==> config.mk <==
export PLATFORM = sky130hd
export DESIGN_NAME = tensor_core_program_loader
export DESIGN_NICKNAME = d
export VERILOG_FILES = /design/src/rtl/tensor_core_program_loader.sv
export SDC_FILE = /design/constraint.sdc
export NUM_CORES = 1
export LEC_CHECK = 0
export BUFFER_PORTS_ARGS = -buffer_cell sky130_fd_sc_hd__buf_2
export CORE_MARGIN = 2
export CORE_UTILIZATION = 58
export CTS_BUF_LIST = sky130_fd_sc_hd__clkbuf_8
export DETAILED_ROUTE_END_ITERATION = 6
export PLACE_DENSITY = 0.87
export SLEW_MARGIN = 10
export SYNTH_ARGS = -nofsm -noshare
export SYNTH_HDL_FRONTEND = slang
export SYNTH_SLANG_ARGS = --single-unit
==> constraint.sdc <==
create_clock -name clock_in -period 2.7 [get_ports clock_in]
set_clock_uncertainty 0.05 [all_clocks]
set_input_delay 0.81 -clock clock_in [delete_from_list [all_inputs] [get_ports clock_in]]
set_output_delay 0.81 -clock clock_in [all_outputs]
set_load 0.05 [all_outputs]
==> src/rtl/tensor_core_program_loader.sv <==
// tensor_core_program_loader
//
// Receives a framed byte stream from the host link, assembles it into 16-bit
// instructions and writes them sequentially into instruction memory. The
// tensor core is held in reset until a complete, checksum-verified program
// has been written.
//
// Frame: LEN_LO, LEN_HI, LEN words (low byte first), CHK.
// CHK is the XOR of every preceding byte in the frame.
//
// Ports:
//   clock_in            system clock, rising edge
//   reset_in            synchronous active-high reset
//   byte_valid_in       host byte available
//   byte_data_in        host byte
//   byte_ready_out      loader accepts a byte this cycle
//   clear_in            leaves DONE/ERROR for a new load (ignored elsewhere)
//   write_enable_out    one-cycle instruction memory write strobe
//   write_address_out   write address (holds until the next write)
//   write_data_out      instruction word (holds until the next write)
//   program_length_out  words written in the current frame
//   load_done_out       frame accepted with good checksum (sticky)
//   load_error_out      frame rejected (sticky)
//   core_reset_out      reset to tensor core and memory controller
module tensor_core_program_loader #(
  parameter int unsigned ADDR_WIDTH = 15,
  parameter int unsigned MAX_WORDS  = 20001
) (
  input  logic                  clock_in,
  input  logic                  reset_in,
  input  logic                  byte_valid_in,
  input  logic [7:0]            byte_data_in,
  output logic                  byte_ready_out,
  input  logic                  clear_in,
  output logic                  write_enable_out,
  output logic [ADDR_WIDTH-1:0] write_address_out,
  output logic [15:0]           write_data_out,
  output logic [ADDR_WIDTH-1:0] program_length_out,
  output logic                  load_done_out,
  output logic                  load_error_out,
  output logic                  core_reset_out
);

  typedef enum logic [2:0] {
    IDLE, LEN_HI, DATA_LO, DATA_HI, CHECK, DONE, ERROR
  } state_t;

  state_t                state, state_next;
  logic                  accept;
  logic [7:0]            lo_byte;
  logic [7:0]            xor_acc;
  logic [15:0]           frame_len;
  logic [15:0]           pair_word;
  logic [ADDR_WIDTH-1:0] word_count;
  logic                  last_word;

  // Ready depends on state only, so the host never sees a combinational
  // path from its own valid back into ready.
  assign byte_ready_out = (state != DONE) && (state != ERROR);
  assign accept         = byte_valid_in && byte_ready_out;

  // lo_byte holds either LEN_LO or the pending low data byte; pairing it with
  // the incoming byte yields both the frame length and each instruction word.
  assign pair_word = {byte_data_in, lo_byte};
  assign last_word = (32'(word_count) + 32'd1) == 32'(frame_len);

  assign program_length_out = word_count;
  assign load_done_out      = (state == DONE);
  assign load_error_out     = (state == ERROR);
  assign core_reset_out     = (state != DONE);

  always_ff @(posedge clock_in) begin
    if (reset_in) state <= IDLE;
    else          state <= state_next;
  end

  always_comb begin
    state_next = state;
    case (state)
      IDLE:    if (accept) state_next = LEN_HI;
      LEN_HI: begin
        if (accept) begin
          if (32'(pair_word) > MAX_WORDS) state_next = ERROR;
          else if (pair_word == 16'd0)    state_next = CHECK;
          else                            state_next = DATA_LO;
        end
      end
      DATA_LO: if (accept) state_next = DATA_HI;
      DATA_HI: if (accept) state_next = last_word ? CHECK : DATA_LO;
      CHECK:   if (accept) state_next = (byte_data_in == xor_acc) ? DONE : ERROR;
      DONE:    if (clear_in) state_next = IDLE;
      ERROR:   if (clear_in) state_next = IDLE;
      default: state_next = IDLE;
    endcase
  end

  // Datapath: byte capture, running checksum, word counter and write port.
  // The write strobe is registered, so it lands one cycle after the high
  // byte is accepted, together with the incremented word count.
  always_ff @(posedge clock_in) begin
    if (reset_in) begin
      lo_byte           <= '0;
      xor_acc           <= '0;
      frame_len         <= '0;
      word_count        <= '0;
      write_enable_out  <= 1'b0;
      write_address_out <= '0;
      write_data_out    <= '0;
    end else begin
      write_enable_out <= 1'b0;
      case (state)
        IDLE: begin
          if (accept) begin
            lo_byte <= byte_data_in;
            xor_acc <= byte_data_in;
          end
        end
        LEN_HI: begin
          if (accept) begin
            frame_len <= pair_word;
            xor_acc   <= xor_acc ^ byte_data_in;
          end
        end
        DATA_LO: begin
          if (accept) begin
            lo_byte <= byte_data_in;
            xor_acc <= xor_acc ^ byte_data_in;
          end
        end
        DATA_HI: begin
          if (accept) begin
            write_enable_out  <= 1'b1;
            write_address_out <= word_count;
            write_data_out    <= pair_word;
            word_count        <= word_count + 1'b1;
            xor_acc           <= xor_acc ^ byte_data_in;
          end
        end
        DONE, ERROR: begin
          if (clear_in) begin
            word_count <= '0;
            xor_acc    <= '0;
          end
        end
        default: ;
      endcase
    end
  end

endmodule

Word-level counts from Yosys, hierarchy flattened
Cells that the tools add are included.
{"block": "totals", "regBits": 82, "wordCells": 65}
{"block": "op_classes", "addsub": 2, "n_lt_le_gt_ge": 1, "eq_ne": 17, "muxes": 19, "bitwise_logic": 2, "n_reduce_logical": 16}
{"op": "$mux W15", "count": 2}
{"op": "$pmux W15 S2", "count": 1}
{"op": "$mux W3", "count": 9}
{"op": "$mux W8", "count": 3}
{"op": "$pmux W8 S3", "count": 1}
{"op": "$pmux W3 S6", "count": 1}
{"op": "$add A15 B1 Y16 const B", "count": 1}
{"op": "$eq A16 B16 Y1", "count": 1}
{"op": "$gt A16 B15 Y1 const B", "count": 1}
{"op": "$logic_not A16 Y1", "count": 1}
{"op": "$add A15 B1 Y15 const B", "count": 1}
{"op": "$ne A2 B2 Y1 const B", "count": 5}
{"op": "$eq A3 B3 Y1 const B", "count": 3}
{"op": "$eq A8 B8 Y1", "count": 1}
{"op": "$xor A8 B8 Y8", "count": 1}
{"op": "$eq A3 B2 Y1 const B", "count": 2}
{"op": "$ne A3 B3 Y1 const B", "count": 2}
{"op": "$reduce_and A2 Y1", "count": 3}
{"op": "$reduce_and A6 Y1", "count": 1}
{"op": "$reduce_or A2 Y1", "count": 3}
{"op": "$ne A2 B1 Y1 const B", "count": 2}
{"op": "$reduce_and A4 Y1", "count": 1}
{"op": "$eq A3 B1 Y1 const B", "count": 1}
{"op": "$logic_not A3 Y1", "count": 1}
{"op": "8 further kinds", "count": 9}

Longest topological paths before layout
Gate-level depths: netlist of the first run.
{"block": "logic_depth", "ltp_word": 5, "mapped_depth": 10, "depth_no_buf": 7}

Least setup slack after synthesis of the first run
No wires, ideal clock.
{"block": "synth_path", "path_type": "flip-flop to output port", "start": "register state[0]", "end": "output load_done_out", "t_arrival_ns": 1.804, "required_time_ns": 1.840, "setup_slack_ns": 0.036, "stages_incl_launch_ff": 5, "path_cell_list": "dfxtp_1 -> clkbuf_1 -> clkbuf_1 -> nand3b_1 -> inv_1"}
{"block": "synth_between", "elab_chain_cells": 1}
{"item": "from (decl)", "line_no": "48", "source": "state_t state, state_next;"}
{"item": "from (signal assigned)", "line_no": "74", "source": "else state <= state_next;"}
{"item": "$eq A3 B3 Y1", "line_no": "68", "source": "assign load_done_out = (state == DONE);"}
{"item": "to (decl)", "line_no": "39", "source": "output logic load_done_out,"}
Every way passes these cells.

Final worst setup path of the first run
{"block": "layout_path", "start": "register state[1]", "end": "output byte_ready_out"}
{"block": "layout_between", "elab_chain_cells": 2, "word_cells_on_any_way": 3}
{"item": "$ne A3 B3 Y1", "line_no": "59", "source": "assign byte_ready_out = (state != DONE) && (state != ERROR);"}
{"item": "$logic_and A1 B1 Y1 (*)", "line_no": "59"}
{"item": "to (decl)", "line_no": "33", "source": "output logic byte_ready_out,"}
Mark *: on every way between the ends. The rest lies on a longest branch, timed or not.

==> summary.md, run 1 <==
| Metric | Value |
|---|---|
| Status | finished, final reports clean |
| Critical path class | flip-flop to output port |
| Starting Density | 58.88% |
| Final hold vios | 0 |
| Worst R2R Start | program_length_out[1]$_SDFFE_PP0P_ |
| WL/cell | 15.81 um |
| Crit path cell chain | xor2_1, and2_1, clkinv_1, buf_2 |
| CTS tree | built |
| Core Area | 6681 um^2 |
| Adder-cell share of the synthesized area | 0.3181% |
| RePlAce Congestion | 0.9550 |
| Critical path startpoint | state[1]$_SDFFE_PP0P_ |
| Crit path buf inv count | 2 |
| Post-Synth Simple-Gate Area | 23.89% |
| Row count | 30 |
| Yosys warning count | 0 |
| CTS max path bufs | 2 |
| Vias in the first global route | 3693 |
| LEAKAGE | 0.001765 uW |
| Util after Layout | 67.28% |
| Post-Syn Area | 3934 um^2 |
| Yosys reg bits | 82 |
| Register area share after synthesis | 41.73% |
| Commonest non-fill, non-tap cell in the layout | nand2_1 |
| Final WL | 10260 um |
| Average size of a mapped cell | 7.550 um^2 |
| Postcts setup bufs | 0 |
| Fin nets | 577 |
| Synth unique cells | 54 |
| Total power per unit cell area | 595.0 nW/um^2 |
| Final setup fails | 0 |
| Die Ht | 86.36 um |
| CTS Root Cell | clkbuf_8 |
| CTS Sinks | 82 |
| Total power draw | 2675 uW |
| Final worst path period share | 93.19% |
| DRC violations left | 0 |
| Number of vias in the routed layout | 3843 |
| CP Max Fanout | 14 |
| Crit path capture type | output port |
| Maxcap violations | 0 |
| Ports | 63 |
| Largest family of logic cells by synthesized area | simple AND/OR/NAND/NOR gates |
| Post-synth ARST share | 0% |
| Worst Max-Slew Pin Slew | 562.6 ps |
| Delay of the slowest cell on the worst path | 480 ps |
| Grt ovf | 0 |
| Mapped Cells | 521 |
| Max-slew violations | 0 |
| H-tree depth | 3 |
| Largest net degree at the start of global routing | 48 |
| Ratio of routed vias to standard cells | 5.921 |
| Total track usage | 28.76% |
| XOR/XNOR share of the synthesized area | 7.761% |
| Cell family with most CP delay | flip-flops |
| Compound-gate portion of the synthesized area | 20.58% |
| Worst-skew pair later-pin latency | 360 ps |
| Syn nets | 534 |
| Fmax | 397.4 MHz |
| Area growth syn-to-layout | 14.28% |
| Clk slew on worst S/H paths | 80 ps |
| Initial DRT Pass Iterations | 5 |
| Ys flop type | dfxtp_1 |
| Layout cells sized above 1 | 18.63% |
| Inserted Clock Buffers | 9 |
| First-pass GRT wire length | 17210 um |
| Hold WC Path Type | flip-flop to flip-flop |
| Post-synthesis mux area share | 0.2545% |
| Die footprint | 7457 um^2 |
| Critical path startpoint category | flip-flop |
| Post-route antenna net violation count | 0 |
| Antenna Cells | 0 |
| Hold_sp | write_address_out[12]$_SDFFE_PP0P_ |
| Worst EP arrival | 1660 ps |
| Total negative setup slack | 0 ps |
| VDD IR max | 0.0003868 V |
| CP Data Required Time | 1840 ps |
| Initial antenna violation count | 0 |
| Commonest non-fill, non-tap cells in the layout | nand2_1 (123), dfxtp_1 (81), a21oi_1 (76), buf_2 (62), o21ai_0 (43) |
| Min cycle time layout | 2516 ps |
| DP HPWL | 7039 um |
| Crit-path slowest cell | dfxtp_2 |
| Port bufs | 62 |
| Unrepaired setup endpoints after global routing | no |
| Die X | 86.36 um |
| Worst rel slew slack | 62.49% |
| Post-synth EDFFs | 0 |
| Number of DRC markers in iteration 0 | 224 |
final cells by class:
class,instances,area [um^2]
clock buffers,9,123.9
clock inverters,7,117.6
fillers,557,2186
inverters,3,11.26
multi-input cells,391,2077
flip-flops and latches,82,1643
well taps,80,100.1
repair buffers,77,422.9
sequential cells by signal (all words and copies together), names as in the netlist:
| register | flops |
|---|---|
| frame_len | 16 |
| write_data_out | 16 |
| program_length_out | 15 |
| write_address_out | 15 |
| lo_byte | 8 |
| xor_acc | 8 |
| state | 3 |
| write_enable_out | 1 |
path summary, 6_finish.rpt:
path                            depth (start not counted)  slack (ps)                                  to
worst max register to register                          7         290               state[1]$_SDFFE_PP0P_
worst min-delay path                                    2         400  write_address_out[12]$_SDFFE_PP0P_
worst min register to register                          2         400  write_address_out[12]$_SDFFE_PP0P_
worst max-delay path                                    4         180                      byte_ready_out
per-layer routing:
metal | global-route usage [%] | up-vias | wire length (um)
met1 | 35.80 | 1802 | 4214
met2 | 47.90 | 150 | 5052
met4 | 13.21 | 0 | 301
met3 | 5.905 | 33 | 689
met5 | 0 | - | 0
li1 | - | 1858 | -
metrics by stage:
step	instances	cell area (um^2)	hold WS, ps	worst slack (ps)
after CTS	649	4494	405.3	67.56
final	649	4496	403.3	183.8
after detailed placement	633	4253	393.8	335.7
after global routing	649	4496	427.6	113.2
after global placement	633	4253	388.4	455.3
after floorplan	521	3934	397.8	36.48
repair_timing:
action                     4_1_cts  5_1_grt
resized for setup                0        1
hold buffers                     0        0
setup endpoints to repair        0        1
hold endpoints to repair         0        0
cell families after synthesis:
group / after synthesis
and+or+nand+nor: 210
DFF: 82
xor gates and xnor gates: 34
adders and majority gates: 1
muxes: 1
AOI/OAI and AO/OA: 145
buffers and inverters: 48
power breakdown:
group          internal, uW  total [uW]  switching (uW)
sequential             1250        1290            46.3
combinational           109         306             197
clock                   614        1080             463
total                  1970        2670             706
worst register-to-register path, stage by stage (launching register included):
cell and delay [ps]:
dfxtp_1 460, ha_1 290, nand3_1 230, o22ai_1 230, o2111ai_1 140, nor4_2 310, nand3_1 140, o41a_1 430
cells in the mapped netlist, drive strengths merged (2+ instances only):
cell type	number	area [um^2]
nand2	123	461.7
and4	2	18.77
nand3	25	130.1
nand3b	2	15.01
buf	8	45.04
a31o	2	17.52
and2b	2	16.27
nor2	25	93.84
o21ai	43	215.2
clkbuf	37	158.9
nand2b	5	31.28
inv	2	7.510
xor2	10	95.10
and3	3	20.02
nand4	6	37.54
nor3	4	20.02
xnor2	24	210.2
or2	2	12.51
a211oi	2	20.02
a21o	5	38.79
nor4	4	31.28
o31ai	8	60.06
dfxtp	82	1642
a21oi	76	380.4
and2	2	12.51
(Power assumes the default switching activity.)
==> inputs of run 2 (changes only) <==
- GPL_TIMING_DRIVEN: unset -> 0
==> run 2 against run 1 <==
- combinational power hardly changed
- critical path depth is 1 higher
- hold slack improved by 3.5 ps
- sequential cell count unchanged
- first-iteration DRC count increased by 10%
- design area increased by 0.47%
- critical endpoint unchanged
- non-clock buffer count grew 21
- sequential power hardly changed
- global-route usage down 1.1 points
- via count rose by 0.83%
==> summary.md, run 2 (synthesized netlist as in run 1, its figures left out) <==
| Metric | Value |
|---|---|
| Area growth syn-to-layout | 14.82% |
| Number of vias in the routed layout | 3875 |
| Ports | 63 |
| CP Data Required Time | 1840 ps |
| Post-route antenna net violation count | 0 |
| Number of DRC markers in iteration 0 | 247 |
| CTS Root Cell | clkbuf_8 |
| Die footprint | 7457 um^2 |
| Min cycle time layout | 2549 ps |
| Fin nets | 598 |
| CTS Sinks | 82 |
| GRT busiest layer | met2 |
| Worst rel slew slack | 57.39% |
| Total track usage | 27.68% |
| Final setup fails | 0 |
| R2R setup slack | 230 ps |
| Commonest non-fill, non-tap cell in the layout | nand2_1 |
| First-pass GRT wire length | 16420 um |
| WL/cell | 15.27 um |
| Max-slew violations | 0 |
| Unrepaired setup endpoints after global routing | no |
| Total power per unit cell area | 561.6 nW/um^2 |
| Vias in the first global route | 3536 |
| Worst EP arrival | 1690 ps |
| Critical path class | flip-flop to output port |
| Worst-skew pair later-pin latency | 360 ps |
| DP HPWL | 7401 um |
| DRC violations left | 0 |
| Worst Max-Slew Pin Slew | 639.2 ps |
| Row count | 30 |
| Grt met1 use | 35.83% |
| Initial antenna violation count | 0 |
| CTS tree | built |
| Hold WC Path Type | flip-flop to flip-flop |
| RePlAce Congestion | 0.9549 |
| Largest net degree at the start of global routing | 15 |
| H-tree depth | 3 |
| Total negative setup slack | 0 ps |
| Critical path startpoint category | flip-flop |
| Die X | 86.36 um |
| CP Max Fanout | 10 |
| Port bufs | 53 |
| Grt ovf | 0 |
| FF-to-FF End | state[1]$_SDFFE_PP0P_ |
| Final WS setup | 150.6 ps |
| Crit path capture type | output port |
| Initial DRT Pass Iterations | 5 |
| Status | finished, final reports clean |
| Hold_sp | write_address_out[9]$_SDFFE_PP0P_ |
| Setup WS pre-CTS | -99.12 ps |
| GR Util met2 | 45.24% |
| Commonest non-fill, non-tap cells in the layout | nand2_1 (123), dfxtp_1 (82), a21oi_1 (76), buf_2 (57), o21ai_0 (43) |
| Largest regs | frame_len x16, write_data_out x16 |
| Ratio of routed vias to standard cells | 5.784 |
| Antenna Cells | 0 |
| Core Area | 6681 um^2 |
| Final hold vios | 0 |
| Inserted Clock Buffers | 9 |
| Met3 GRT Util | 5.810% |
| Starting Density | 58.88% |
| R2R cell count | 7 |
| VDD IR max | 0.0003253 V |
| Final worst path period share | 94.42% |
| Worst R2R Start | program_length_out[1]$_SDFFE_PP0P_ |
| Worst hold endpoint | write_address_out[9]$_SDFFE_PP0P_ |
| Die Ht | 86.36 um |
| Final WL | 10230 um |
| Maxcap violations | 0 |
| Hold Path Stages | 2 |
| CTS max path bufs | 2 |
| Clk slew on worst S/H paths | 90 ps |
| LEAKAGE | 0.001740 uW |
| Fmax | 392.2 MHz |
| Layout cells sized above 1 | 15.59% |
run 2: changes by cell type in the layout (fill, tap and decap cells not counted), moves of 2 or more:
cell,previous run,this run
buf_1,0,3
buf_2,62,57
buf_4,15,1
bufinv_16,3,1
clkbuf_1,0,33
clkbuf_8,9,13
run 2: worst max path at each step:
stage,startpoint,endpoint,slack (ps)
after detailed placement,byte_valid_in,program_length_out[4]$_SDFFE_PP0P_,-100
after global placement,byte_valid_in,program_length_out[11]$_SDFFE_PP0P_,-100
after floorplan,state[0]$_SDFFE_PP0P_,load_done_out,40
final,state[0]$_SDFFE_PP0P_,byte_ready_out,150
after CTS,state[0]$_SDFFE_PP0P_,byte_ready_out,70
after global routing,program_length_out[1]$_SDFFE_PP0P_,state[1]$_SDFFE_PP0P_,50
run 2: where the power goes:
group	switching [uW]	total, uW	leakage (uW)	internal, uW
Combinational	205	306	0.000967	101
Sequential	36.9	1280	0.000664	1240
Clock	465	949	0.000109	485
run 2: through the flow:
step	hold WS, ps	util (%)	area (um^2)	total power, uW	std cells
6_report	406.8	67.60	4517	2537	670
3_5_place_dp	394.1	64.34	4299	1607	654
3_3_place_gp	388.7	64.34	4299	1594	654
5_1_grt	428.5	67.60	4517	2630	670
4_1_cts	406.5	67.57	4514	2536	670
2_1_floorplan	397.8	-	3934	1529	521
run 2: final cells by class:
type	count	area, um^2
Buffer	45	206.4
Clock buffer	11	151.4
Clock inverter	5	61.31
Fill cell	570	2165
Inverter	3	12.51
Multi-Input combinational cell	391	2078
Sequential cell	82	1642
Tap cell	80	100.1
Timing Repair Buffer	53	265.3
run 2: critical path, stage by stage, from the launching register on:
cell,delay [ps]
dfxtp_1,350
buf_2,220
xor2_1,140
and2_2,220
clkinv_2,150
buf_2,250
run 2: per-layer routing:
metal / share of wire [%] / vias up
met3: 7.2 / 15
met4: 1.5 / 0
met2: 48 / 150
li1: - / 1900
met1: 43 / 1810
met5: 0 / -
run 2: what timing repair did:
action | 4_1_cts | 5_1_grt
endpoints found under the setup margin | 2 | 2
hold buffers | 0 | 0
buffers inserted | 0 | 0
resized for setup | 2 | 4
==> inputs of run 3 (changes only) <==
- CORE_MARGIN: 2 -> 5
- CTS_CLUSTER_SIZE: unset -> 25
==> run 3 against run 2 <==
- sequential cell count did not move
- cell count unchanged
- global-route usage fell by 1.5 points
- register-to-register slack hardly changed
- sequential power about the same
- die area rose by 14%
- sequential share of layout area down 0.12 points
- worst setup slack got worse by 51 ps
- critical path depth did not move
- clock-buffer cell count decreased by 1
- hold slack got worse by 5.3 ps
- design area is 0.33% higher
- critical endpoint unchanged
- highest routed layer unchanged
==> summary.md, run 3 (synthesized netlist as in run 1, its figures left out) <==
| Metric | Value |
|---|---|
| Critical path class | flip-flop to output port |
| Vias in the first global route | 3813 |
| Largest net degree at the start of global routing | 15 |
| CTS Root Cell | clkbuf_8 |
| Largest regs | frame_len x16, write_data_out x16 |
| Ports | 63 |
| Total power per unit cell area | 574.8 nW/um^2 |
| Commonest non-fill, non-tap cells in the layout | nand2_1 (123), dfxtp_1 (82), a21oi_1 (76), buf_2 (56), o21ai_0 (43) |
| Critical path startpoint | state[0]$_SDFFE_PP0P_ |
| Final WS setup | 99.53 ps |
| Placed cells | 654 |
| Crit path capture type | output port |
| Final hold vios | 0 |
| Status | finished, final reports clean |
| CP Max Fanout | 10 |
| Clk slew on worst S/H paths | 80 ps |
| Layout cells sized above 1 | 15.76% |
| Fmax | 384.5 MHz |
| Die X | 92.36 um |
| R2R cell count | 7 |
| Total track usage | 26.20% |
| Worst rel slew slack | 54.53% |
| Worst Max-Slew Pin Slew | 675.8 ps |
| Fin nets | 598 |
| Die footprint | 8529 um^2 |
| Grt ovf | 0 |
| Die Ht | 92.36 um |
| Commonest non-fill, non-tap cell in the layout | nand2_1 |
| Maxcap violations | 0 |
| Inserted Clock Buffers | 9 |
| H-tree depth | 3 |
| Initial DRT Pass Iterations | 5 |
| CTS Sinks | 82 |
| Worst EP arrival | 1740 ps |
| CTS max path bufs | 2 |
| VDD IR max | 0.0003651 V |
| DRC violations left | 0 |
| CP Data Required Time | 1840 ps |
| Hold_sp | write_address_out[3]$_SDFFE_PP0P_ |
| Number of vias in the routed layout | 3988 |
| Max-slew violations | 0 |
| Ratio of routed vias to standard cells | 5.952 |
| Final WL | 10990 um |
| Starting Density | 58.88% |
| Initial antenna violation count | 0 |
| First-pass GRT wire length | 18030 um |
| Worst-skew pair later-pin latency | 360 ps |
| Worst R2R Start | program_length_out[1]$_SDFFE_PP0P_ |
| Min cycle time layout | 2600 ps |
| Number of DRC markers in iteration 0 | 341 |
| WL/cell | 16.41 um |
| DP HPWL | 7843 um |
| Port bufs | 53 |
| Unrepaired setup endpoints after global routing | no |
| CP endpoint | byte_ready_out |
| FF-to-FF End | state[1]$_SDFFE_PP0P_ |
| Final setup fails | 0 |
| Area growth syn-to-layout | 15.20% |
| CTS Hold Buffers Added | 0 |
| Final worst path period share | 96.31% |
| Critical path startpoint category | flip-flop |
| Row count | 30 |
| Filler cell count in the final layout | 590 |
| Hold WC Path Type | flip-flop to flip-flop |
| RePlAce Congestion | 0.9647 |
| Setup WS pre-CTS | -116.4 ps |
| Antenna Cells | 0 |
| R2R setup slack | 230 ps |
| LEAKAGE | 0.001743 uW |
| Core Area | 6681 um^2 |
| Post-Layout Cell Count | 670 |
| Post-route antenna net violation count | 0 |
| CTS tree | built |
==> run 3: changes by cell type in the layout (fill, tap and decap cells not counted) <==
| cell | delta |
|---|---|
| clkinv_2 | +1 |
| buf_2 | -1 |
| inv_6 | -1 |
| clkinv_4 | +2 |
| bufinv_16 | +1 |
| inv_1 | -1 |
| clkbuf_2 | +1 |
| inv_8 | -1 |
| clkbuf_8 | -1 |
==> run 3: worst min path at each step <==
stage | end | slack, ps | cells after the start
floorplan | frame_len[10]$_SDFFE_PP0P_ | 400 | 2
global placement | write_address_out[9]$_SDFFE_PP0P_ | 390 | 2
detailed placement | write_address_out[3]$_SDFFE_PP0P_ | 400 | 2
CTS | write_address_out[4]$_SDFFE_PP0P_ | 410 | 2
global route | write_data_out[11]$_SDFFE_PP0P_ | 430 | 2
finish | write_address_out[3]$_SDFFE_PP0P_ | 400 | 2
==> run 3: power breakdown <==
group	internal, uW	leakage, uW	switching [uW]
registers	1240	0.000664	36.5
clock network	547	0.000112	465
logic	101	0.000966	211
total	1890	0.00174	712
==> run 3: final cells by class <==
| cell class | instances | area [um^2] | share of cell area, % |
|---|---|---|---|
| timing repair buffer | 53 | 265.3 | 5.853 |
| multi-input combinational | 391 | 2078 | 45.86 |
| clock inverter | 6 | 90.09 | 1.988 |
| inverter | 3 | 12.51 | 0.2761 |
| sequential | 82 | 1642 | 36.22 |
| tap | 80 | 100.1 | 2.209 |
| buffer | 45 | 206.4 | 4.555 |
| clock buffer | 10 | 137.6 | 3.037 |
==> run 3: worst max-delay path, stage by stage (launching register included) <==
cell and delay [ps]:
dfxtp_1 350, clkbuf_2 230, xor2_1 150, and2_2 230, clkinv_2 160, buf_2 250
==> run 3: stage by stage <==
step	power, uW	setup TNS, ps	area [um^2]	hold WS, ps	util [%]
CTS	2606	0	4529	406.3	67.79
global placement	1594	-313.7	4299	389.1	64.34
floorplan	1529	0	3934	397.8	-
detailed placement	1610	-731.2	4299	395.1	64.34
global route	2699	0	4532	427.3	67.83
finish	2605	0	4532	401.5	67.83
==> run 3: timing repair <==
item                       CTS  global route
resized for setup            2             3
setup endpoints to repair    2             2
buffers inserted             0             0
gates cloned                 0             0
==> run 3: per-layer routing <==
layer / part of all wire [%] / vias to the layer above / global-route usage [%]
met2: 48 / 207 / 42.96
met4: 3.3 / 0 / 14.36
met5: 0 / - / 0
met3: 8.7 / 31 / 5.037
li1: - / 1904 / -
met1: 40 / 1846 / 32.30
